File: config.mk
export PLATFORM = sky130hd
export DESIGN_NAME = mem_arbiter_flat
export DESIGN_NICKNAME = d
export VERILOG_FILES = /design/src/rtl/mem_arbiter_if.sv /design/src/rtl/mem_arbiter.sv /design/src/flat_wrapper.sv
export SDC_FILE = /design/constraint.sdc
export NUM_CORES = 1
export LEC_CHECK = 0
export CAP_MARGIN = 5
export CORE_AREA = 5 5 219 221
export CTS_CLUSTER_DIAMETER = 40
export DETAILED_ROUTE_END_ITERATION = 7
export DIE_AREA = 0 0 224 226
export GPL_TIMING_DRIVEN = 0
export SETUP_SLACK_MARGIN = 0.3
export SYNTH_ARGS = -nofsm -noshare
export SYNTH_HDL_FRONTEND = slang
export SYNTH_SLANG_ARGS = --single-unit
File: constraint.sdc
create_clock -name clk -period 1.7 [get_ports clk]
set_input_delay 0.51 -clock clk [delete_from_list [all_inputs] [get_ports clk]]
set_output_delay 0.51 -clock clk [all_outputs]
set_load 0.01 [all_outputs]
File: src/rtl/mem_arbiter_if.sv
// mem_arbiter_if: bundle between the two caches and the memory arbiter.
//   Petition side (instruction/data cache): petFromIcache, addrFromIcache,
//     petFromDcache, addrFromDcache, dcacheIsWrite, dataFromDcache.
//   Completion side: icacheServiceReady, dcacheServiceReady,
//     grantIcache, grantDcache.
//   Memory side: memAddr, memRead, memWrite, memWriteData.
// Modports: master = cache side (drives petitions), slave = arbiter.
interface mem_arbiter_if #(
  parameter int addr_width       = 16,
  parameter int cache_line_width = 256
);
  logic                        petFromIcache;
  logic [addr_width-1:0]       addrFromIcache;
  logic                        petFromDcache;
  logic [addr_width-1:0]       addrFromDcache;
  logic                        dcacheIsWrite;
  logic [cache_line_width-1:0] dataFromDcache;
  logic                        icacheServiceReady;
  logic                        dcacheServiceReady;
  logic                        grantIcache;
  logic                        grantDcache;
  logic [addr_width-1:0]       memAddr;
  logic                        memRead;
  logic                        memWrite;
  logic [cache_line_width-1:0] memWriteData;

  modport master (
    output petFromIcache, addrFromIcache, petFromDcache, addrFromDcache,
           dcacheIsWrite, dataFromDcache,
    input  icacheServiceReady, dcacheServiceReady, grantIcache, grantDcache,
           memAddr, memRead, memWrite, memWriteData
  );

  modport slave (
    input  petFromIcache, addrFromIcache, petFromDcache, addrFromDcache,
           dcacheIsWrite, dataFromDcache,
    output icacheServiceReady, dcacheServiceReady, grantIcache, grantDcache,
           memAddr, memRead, memWrite, memWriteData
  );
endinterface

File: src/rtl/mem_arbiter.sv
// mem_arbiter: shares the single main-memory port between the instruction
// cache and the data cache. Round-robin grant, fixed latency modelled with a
// down-counter, one-cycle ServiceReady pulse to the owner at the end.
// Ports:
//   clk    - clock, all state on rising edge
//   reset  - synchronous, active-high
//   bus    - mem_arbiter_if.slave (petitions in, grants/readies/memory out)
module mem_arbiter #(
  parameter int addr_width       = 16,
  parameter int cache_line_width = 256,
  parameter int mem_latency      = 5   // BUSY cycles per service, 1..255
) (
  input  logic          clk,
  input  logic          reset,
  mem_arbiter_if.slave  bus
);

  typedef enum logic [1:0] {IDLE, BUSY, READY} stateType;
  typedef enum logic {OWNER_I, OWNER_D} ownerType;

  stateType                    state, stateNext;
  ownerType                    owner, lastOwner, winner;
  logic [addr_width-1:0]       lineAddr;
  logic                        writeFlag;
  logic [cache_line_width-1:0] writeLine;
  logic [7:0]                  count;
  logic                        anyPet;
  logic                        active;

  // Next-state and winner selection.
  // NOTE: every variable gets a default before the case so no latch is inferred.
  always_comb begin
    anyPet    = bus.petFromIcache | bus.petFromDcache;
    stateNext = state;
    winner    = OWNER_I;
    if (bus.petFromIcache && bus.petFromDcache)
      winner = (lastOwner == OWNER_I) ? OWNER_D : OWNER_I;  // contention: not the last one served
    else if (bus.petFromDcache)
      winner = OWNER_D;

    case (state)
      IDLE:    if (anyPet) stateNext = BUSY;
      BUSY:    if (count == 8'd0) stateNext = READY;
      READY:   stateNext = IDLE;
      default: stateNext = IDLE;
    endcase
  end

  // State and service registers.
  // NOTE: sequential state uses non-blocking assignment so every register
  // samples the pre-edge values regardless of statement order.
  always_ff @(posedge clk) begin
    if (reset) begin
      state     <= IDLE;
      owner     <= OWNER_I;
      lastOwner <= OWNER_D;
      count     <= 8'd0;
      lineAddr  <= '0;
      writeFlag <= 1'b0;
      // NOTE: the wide line register is reset as well; it is small enough and
      // keeps X out of memWriteData even if the output gating ever changes.
      writeLine <= '0;
    end else begin
      state <= stateNext;
      case (state)
        IDLE: begin
          if (anyPet) begin
            owner     <= winner;
            lineAddr  <= (winner == OWNER_D) ? {bus.addrFromDcache[addr_width-1:4], 4'b0}
                                             : {bus.addrFromIcache[addr_width-1:4], 4'b0};
            writeFlag <= bus.dcacheIsWrite && (winner == OWNER_D);
            writeLine <= bus.dataFromDcache;
            count     <= 8'(mem_latency - 1);
          end
        end
        BUSY:    if (count != 8'd0) count <= count - 8'd1;
        READY:   lastOwner <= owner;
        default: ;
      endcase
    end
  end

  // Outputs decode from registered state only; all zero in IDLE.
  assign active                 = (state != IDLE);
  assign bus.grantIcache        = active && (owner == OWNER_I);
  assign bus.grantDcache        = active && (owner == OWNER_D);
  assign bus.icacheServiceReady = (state == READY) && (owner == OWNER_I);
  assign bus.dcacheServiceReady = (state == READY) && (owner == OWNER_D);
  assign bus.memRead            = active && !writeFlag;
  assign bus.memWrite           = (state == READY) && writeFlag;
  assign bus.memAddr            = active ? lineAddr : '0;
  assign bus.memWriteData       = active ? writeLine : '0;

endmodule

File: src/flat_wrapper.sv
// flat-port wrapper written by rule: the top's interface ports become plain ports
module mem_arbiter_flat 
#(
  parameter int addr_width       = 16,
  parameter int cache_line_width = 256,
  parameter int mem_latency      = 5                                     
)
  (clk, reset, bus_petFromIcache, bus_addrFromIcache, bus_petFromDcache, bus_addrFromDcache, bus_dcacheIsWrite, bus_dataFromDcache, bus_icacheServiceReady, bus_dcacheServiceReady, bus_grantIcache, bus_grantDcache, bus_memAddr, bus_memRead, bus_memWrite, bus_memWriteData);
  mem_arbiter_if #(.addr_width(addr_width), .cache_line_width(cache_line_width)) bus_i ();
  input  logic clk;
  input  logic reset;
  input wire logic [$bits(bus_i.petFromIcache)-1:0] bus_petFromIcache;
  input wire logic [$bits(bus_i.addrFromIcache)-1:0] bus_addrFromIcache;
  input wire logic [$bits(bus_i.petFromDcache)-1:0] bus_petFromDcache;
  input wire logic [$bits(bus_i.addrFromDcache)-1:0] bus_addrFromDcache;
  input wire logic [$bits(bus_i.dcacheIsWrite)-1:0] bus_dcacheIsWrite;
  input wire logic [$bits(bus_i.dataFromDcache)-1:0] bus_dataFromDcache;
  output wire logic [$bits(bus_i.icacheServiceReady)-1:0] bus_icacheServiceReady;
  output wire logic [$bits(bus_i.dcacheServiceReady)-1:0] bus_dcacheServiceReady;
  output wire logic [$bits(bus_i.grantIcache)-1:0] bus_grantIcache;
  output wire logic [$bits(bus_i.grantDcache)-1:0] bus_grantDcache;
  output wire logic [$bits(bus_i.memAddr)-1:0] bus_memAddr;
  output wire logic [$bits(bus_i.memRead)-1:0] bus_memRead;
  output wire logic [$bits(bus_i.memWrite)-1:0] bus_memWrite;
  output wire logic [$bits(bus_i.memWriteData)-1:0] bus_memWriteData;
  assign bus_i.petFromIcache = bus_petFromIcache;
  assign bus_i.addrFromIcache = bus_addrFromIcache;
  assign bus_i.petFromDcache = bus_petFromDcache;
  assign bus_i.addrFromDcache = bus_addrFromDcache;
  assign bus_i.dcacheIsWrite = bus_dcacheIsWrite;
  assign bus_i.dataFromDcache = bus_dataFromDcache;
  assign bus_icacheServiceReady = bus_i.icacheServiceReady;
  assign bus_dcacheServiceReady = bus_i.dcacheServiceReady;
  assign bus_grantIcache = bus_i.grantIcache;
  assign bus_grantDcache = bus_i.grantDcache;
  assign bus_memAddr = bus_i.memAddr;
  assign bus_memRead = bus_i.memRead;
  assign bus_memWrite = bus_i.memWrite;
  assign bus_memWriteData = bus_i.memWriteData;
  mem_arbiter #(.addr_width(addr_width), .cache_line_width(cache_line_width), .mem_latency(mem_latency)) u_core (.clk(clk), .reset(reset), .bus(bus_i));
endmodule
# == Yosys cells after proc, flatten, opt, wreduce, memory -nomap -nowiden ==
# Cells that the tools add are included.
# word_totals
output_inout_bits,278
in_bits,293
ff_bits,285
wordCells,44
# classes
bitwise,2
n_reduce_logical,17
n_mux,12
n_addsub,1
n_eq_ne,5
# ops
cell,n
$mux 256,1
$mux 16,2
$mux 8,2
$pmux 8 s2,1
$logic_and 1x1->1,8
$logic_not 8->1,1
$reduce_bool 8->1,1
$sub 8x1->8 const B,1
$ne 2x1->1 const B,3
$mux 2,2
$pmux 2 s2,1
$reduce_and 2->1,2
$reduce_bool 2->1,2
$mux 1,3
$reduce_and 3->1,1
$eq 2x1->1 const B,1
$eq 2x2->1 const B,1
$logic_not 2->1,1
$logic_not 1->1,1
$not 1->1,1
$or 1x1->1,1

# == Depth between registers and ports, before layout ==
# logic_depth
ltp_word,3
mapped_depth,6

# == Worst setup path before layout ==
# No wires, ideal clock.
# synth_timing
kind,reg-to-output
startpoint,register u_core.state[1]
endpoint,output bus_grantDcache
n_path_buf,2
arrival_time_ps,1237
path_stages_with_launch,5
setup_slack_ps,-47
cell_sequence,dfxtp_1 > nor2_1 > clkbuf_1 > clkbuf_1 > nor2b_1
# synth_via
elab_chain_len,2
# synth_rtl
item,line_no,rtl
start: declaration,mem_arbiter.sv:21,"stateType state, stateNext;"
start signal: assignment,mem_arbiter.sv:64,state <= stateNext;
$reduce_bool 2->1,mem_arbiter.sv:84,assign active = (state != IDLE);
$logic_and 1x1->1,mem_arbiter.sv:86,assign bus.grantDcache = active && (owner == OWNER_D);
end: declaration,flat_wrapper.sv:21,output wire logic [$bits(bus_i.grantDcache)-1:0] bus_grantDcache;
# Every way passes these cells.

# == Worst setup path after layout ==
# layout_timing
startpoint,register u_core.state[1]
endpoint,output bus_memWriteData[106]
# layout_via
elab_chain_len,2
# layout_rtl
item,line_no,rtl
$reduce_bool 2->1,mem_arbiter.sv:84,
$mux 256,mem_arbiter.sv:92,assign bus.memWriteData = active ? writeLine : '0;
end: declaration,flat_wrapper.sv:25,output wire logic [$bits(bus_i.memWriteData)-1:0] bus_memWriteData;
# Every way passes these cells.

==> key figures <==
Pwr
  • Power Density: 1660 nW/um^2
  • Psw: 13100 uW
  • Pint: 21900 uW
  • Overall power: between 30000 and 40000 uW
  • Max VDD drop: 0.000796 V
  • Clock power share: 28.8%
  • Combinational Power Share: between 40% and 50%
  • Switching share of power: 37.3%
  • Leakage: 0.00889 uW
  • Sequential share of power: 25.6%

STA
  • Fmax: 0.410 GHz
  • Clock period minus worst slack: 2.44 ns
  • Worst-Margin Slew: 1.04 ns
  • Tcrit/Tclk final: 143%
  • Final setup violation count: about 550
  • Final Max Slew Viols: 0
  • Unrepaired setup endpoints after global routing: true
  • PnR worst setup slack: -0.739 ns
  • Final Hold Viols: 0
  • Clk_skew: around 0.013 ns
  • Slew HR: 30.8%

Clocking
  • Clk root buf: clkbuf_16
  • Clock tree from TritonCTS: yes
  • Sink Count: ~280
  • Clk_lat worst skew: roughly 0.56 ns
  • Hold-fix buffers, CTS: 0
  • CTS Buffer Depth: 3
  • H-Tree Depth: 2
  • CTS Buf Count: 49
  • CTS clk-pin slew, worst paths: around 0.050 ns

Logic synthesis
  • Yosys top cell area share: between 40% and 50%
  • Top post-synthesis cells by area: dfxtp_1, nand2_1, nor2b_1
  • Count leader, synth: nand2_1
  • Synth unique cells: 36
  • Post-Syn Area: 11800 sq um
  • Asr flop ratio synth: 0%
  • Post-Syn Instances: between 1.5k and 2k
  • Post-synth top area cell: dfxtp_1
  • Commonest cells post-synth: nand2_1, dfxtp_1, nor2b_1
  • #FFs+latches synth: 281
  • EDFF count, synth: 0
  • Post-synth top flop: dfxtp_1
  • Synth warn: 0
  • Seq/Total Area, Yosys: 47.8%
  • Post-Syn Area per Cell: 7.63 sq um

Global routing
  • Pin count of the biggest net entering global routing: 14
  • GRT overflow: 0
  • GR Util met3: under 10%
  • First-pass GRT wire length: 75.5 mm
  • Grt met2 use: 33.7%
  • GRT Util Overall: a little under a fifth
  • Grt peak-use layer: met2
  • Number of global-route vias before repair: 12.9k
  • Met1 usage: 21.7%
  • Initial antenna violation count: 6

Drt
  • Via count: 12.6k
  • Iter 0 DRT Violations: 498
  • Antenna-violating nets left: 0
  • WL per Instance: roughly 18 microns
  • Via density: 4.45
  • Pre-antenna DRT Iters: 5
  • Post-route DRC: 0
  • Final wirelength: 51.3 mm

Floorplan
  • Initial Util: about a quarter
  • FP Rows: 79
  • Die area: a little over 50000 sq um
  • Die X: 224 microns
  • Core area: 46000 sq um
  • DIE HEIGHT: between 200 and 250 microns
  • Top Ports: approximately 570

Status
  • Status: finished, violations left
  • Failing checks: negative setup slack

Final layout
  • Seq. cell area: between 5000 and 6000 sq um
  • Area of the multi-input gates: around 6600 sq um
  • Layout cells sized above 1: approximately 26%
  • Nets: roughly 2.5k
  • Final core occ: 46.0%
  • Layout overhead on the synthesized area: 79.5%
  • Fillers: 4581

Placement
  • Placer congestion estimate: 0.893
  • PortBufs: 557
  • Setup WS pre-CTS: -1.06 ns
  • Detailed placement HPWL: 38.8 mm

Setup path
  • Bufs and invs on worst path: 4
  • WP data arrival: 1.93 ns
  • Critical path cell sequence: nor2_4, buf_12, clkbuf_16, clkbuf_16, nor2b_4, dlygate4sd2_1
  • WS Path Type: reg2out
  • Crit Path Max Fanout: 9
  • Critical Path RT: 1.19 ns
  • Cell mode on critical path: clkbuf_16
  • Startpoint Class: register
  • Critical Path End Type: output port
  • CP max stage delay: 0.37 ns
  • Top delay family on crit path: buffers and inverters
  • Slowest CP cell: dfxtp_4

Job
  • Max-cap violation count: 0

Min path
  • Hold WC Path Type: reg2reg
## worst paths after layout
path	to	depth (start not counted)	from	slack [ns]
hold reg to reg	u_core.writeLine[46]	2	u_core.writeLine[46]	0.45
setup reg to reg	u_core.writeLine[146]	7	u_core.state[1]	-0.26
hold / removal	u_core.writeLine[46]	2	u_core.writeLine[46]	0.45
setup / recovery	bus_memWriteData[106]	6	u_core.state[1]	-0.74
## worst reg2reg max path, cell delays in order (launching register included)
cell and delay [ns]:
dfxtp_4 0.36, nor2_4 0.13, buf_12 0.15, and2_1 0.20, buf_2 0.36, buf_2 0.32
nand2_1 0.19, a21oi_1 0.16
## cells in the final DEF (no fill, tap or decap), types with 3 or more instances in the layout
cell type / synthesis / routed
a211oi_1: 14 / 13
a21oi_1: 259 / 259
and2_1: 3 / 3
buf_12: 0 / 4
buf_2: 56 / 100
buf_4: 4 / 16
buf_6: 0 / 21
buf_8: 0 / 5
bufinv_16: 0 / 5
clkbuf_1: 65 / 40
clkbuf_16: 0 / 79
clkbuf_2: 0 / 50
clkbuf_8: 0 / 11
clkdlybuf4s15_1: 0 / 6
clkdlybuf4s15_2: 0 / 6
clkdlybuf4s50_1: 0 / 286
clkinv_2: 0 / 6
clkinv_4: 0 / 4
clkinvlp_4: 0 / 5
conb_1: 1 / 4
dfxtp_1: 281 / 278
dlygate4sd2_1: 0 / 142
inv_6: 0 / 3
mux2i_1: 14 / 14
nand2_1: 516 / 516
nand2b_1: 5 / 5
nor2_1: 22 / 21
nor2b_1: 271 / 33
nor2b_2: 0 / 156
nor2b_4: 0 / 82
nor3_1: 4 / 4
## metrics by stage
stage	cell area [sq um]	std cells	hold slack, ns	setup TNS (ns)
6_report	21100	2822	0.447	-242.81
5_1_grt	21100	2822	0.454	-296.72
4_1_cts	21300	2812	0.440	-271.82
3_5_place_dp	19500	2710	0.442	-351.04
3_3_place_gp	19500	2710	0.437	-344.47
2_1_floorplan	13200	1546	0.432	0
## registers in the layout (all words and copies together), names as in the netlist
register          count
u_core.writeFlag      1
u_core.writeLine    256
u_core.owner          1
u_core.state          2
u_core.lineAddr      12
u_core.count          8
u_core.lastOwner      1
## power by group through the flow
stage / Sequential (uW) / Combinational, uW / Clock (uW)
finish: 8970 / 16000 / 10100
CTS: 8960 / 16000 / 10300
floorplan: 8840 / 9760 / 0
global placement: 9000 / 15400 / 0
global route: 9140 / 17300 / 10600
detailed placement: 9070 / 15500 / 0
## logic make-up after synthesis
family | synth area share, %
AO/OA/AOI/OAI | 12.8
XOR/XNOR | 0.149
adder cells (fa/ha/maj) | 0.213
buffers and inverters | 4.77
flip-flops | 47.8
multiplexers | 1.29
other | 0.0319
AND/OR/NAND/NOR | 32.9
## layout make-up
cell class | count | share of cell area [%]
multi-input cells | 1138 | 31.3
flip-flops and latches | 281 | 26.7
repair buffers | 577 | 24.8
clock buffers | 64 | 6.55
plain buffers | 125 | 5.47
well taps | 607 | 3.60
clock inverters | 26 | 1.53
inverters | 2 | 0.0355
diodes | 2 | 0.0237
## timing repair
action,CTS,global route
cloned,8,0
setup buffers,4,8
pin swaps,1,0
gates resized for setup,493,166
endpoints found under the setup margin,553,553
## metal layers
layer  vias to the layer above  wire length [microns]
met5                         -                     34
met4                         4                   1500
met3                        91                   4170
met2                       457                  25300
met1                      5800                  20300
li1                       6200                      -
(Power assumes the default switching activity.)
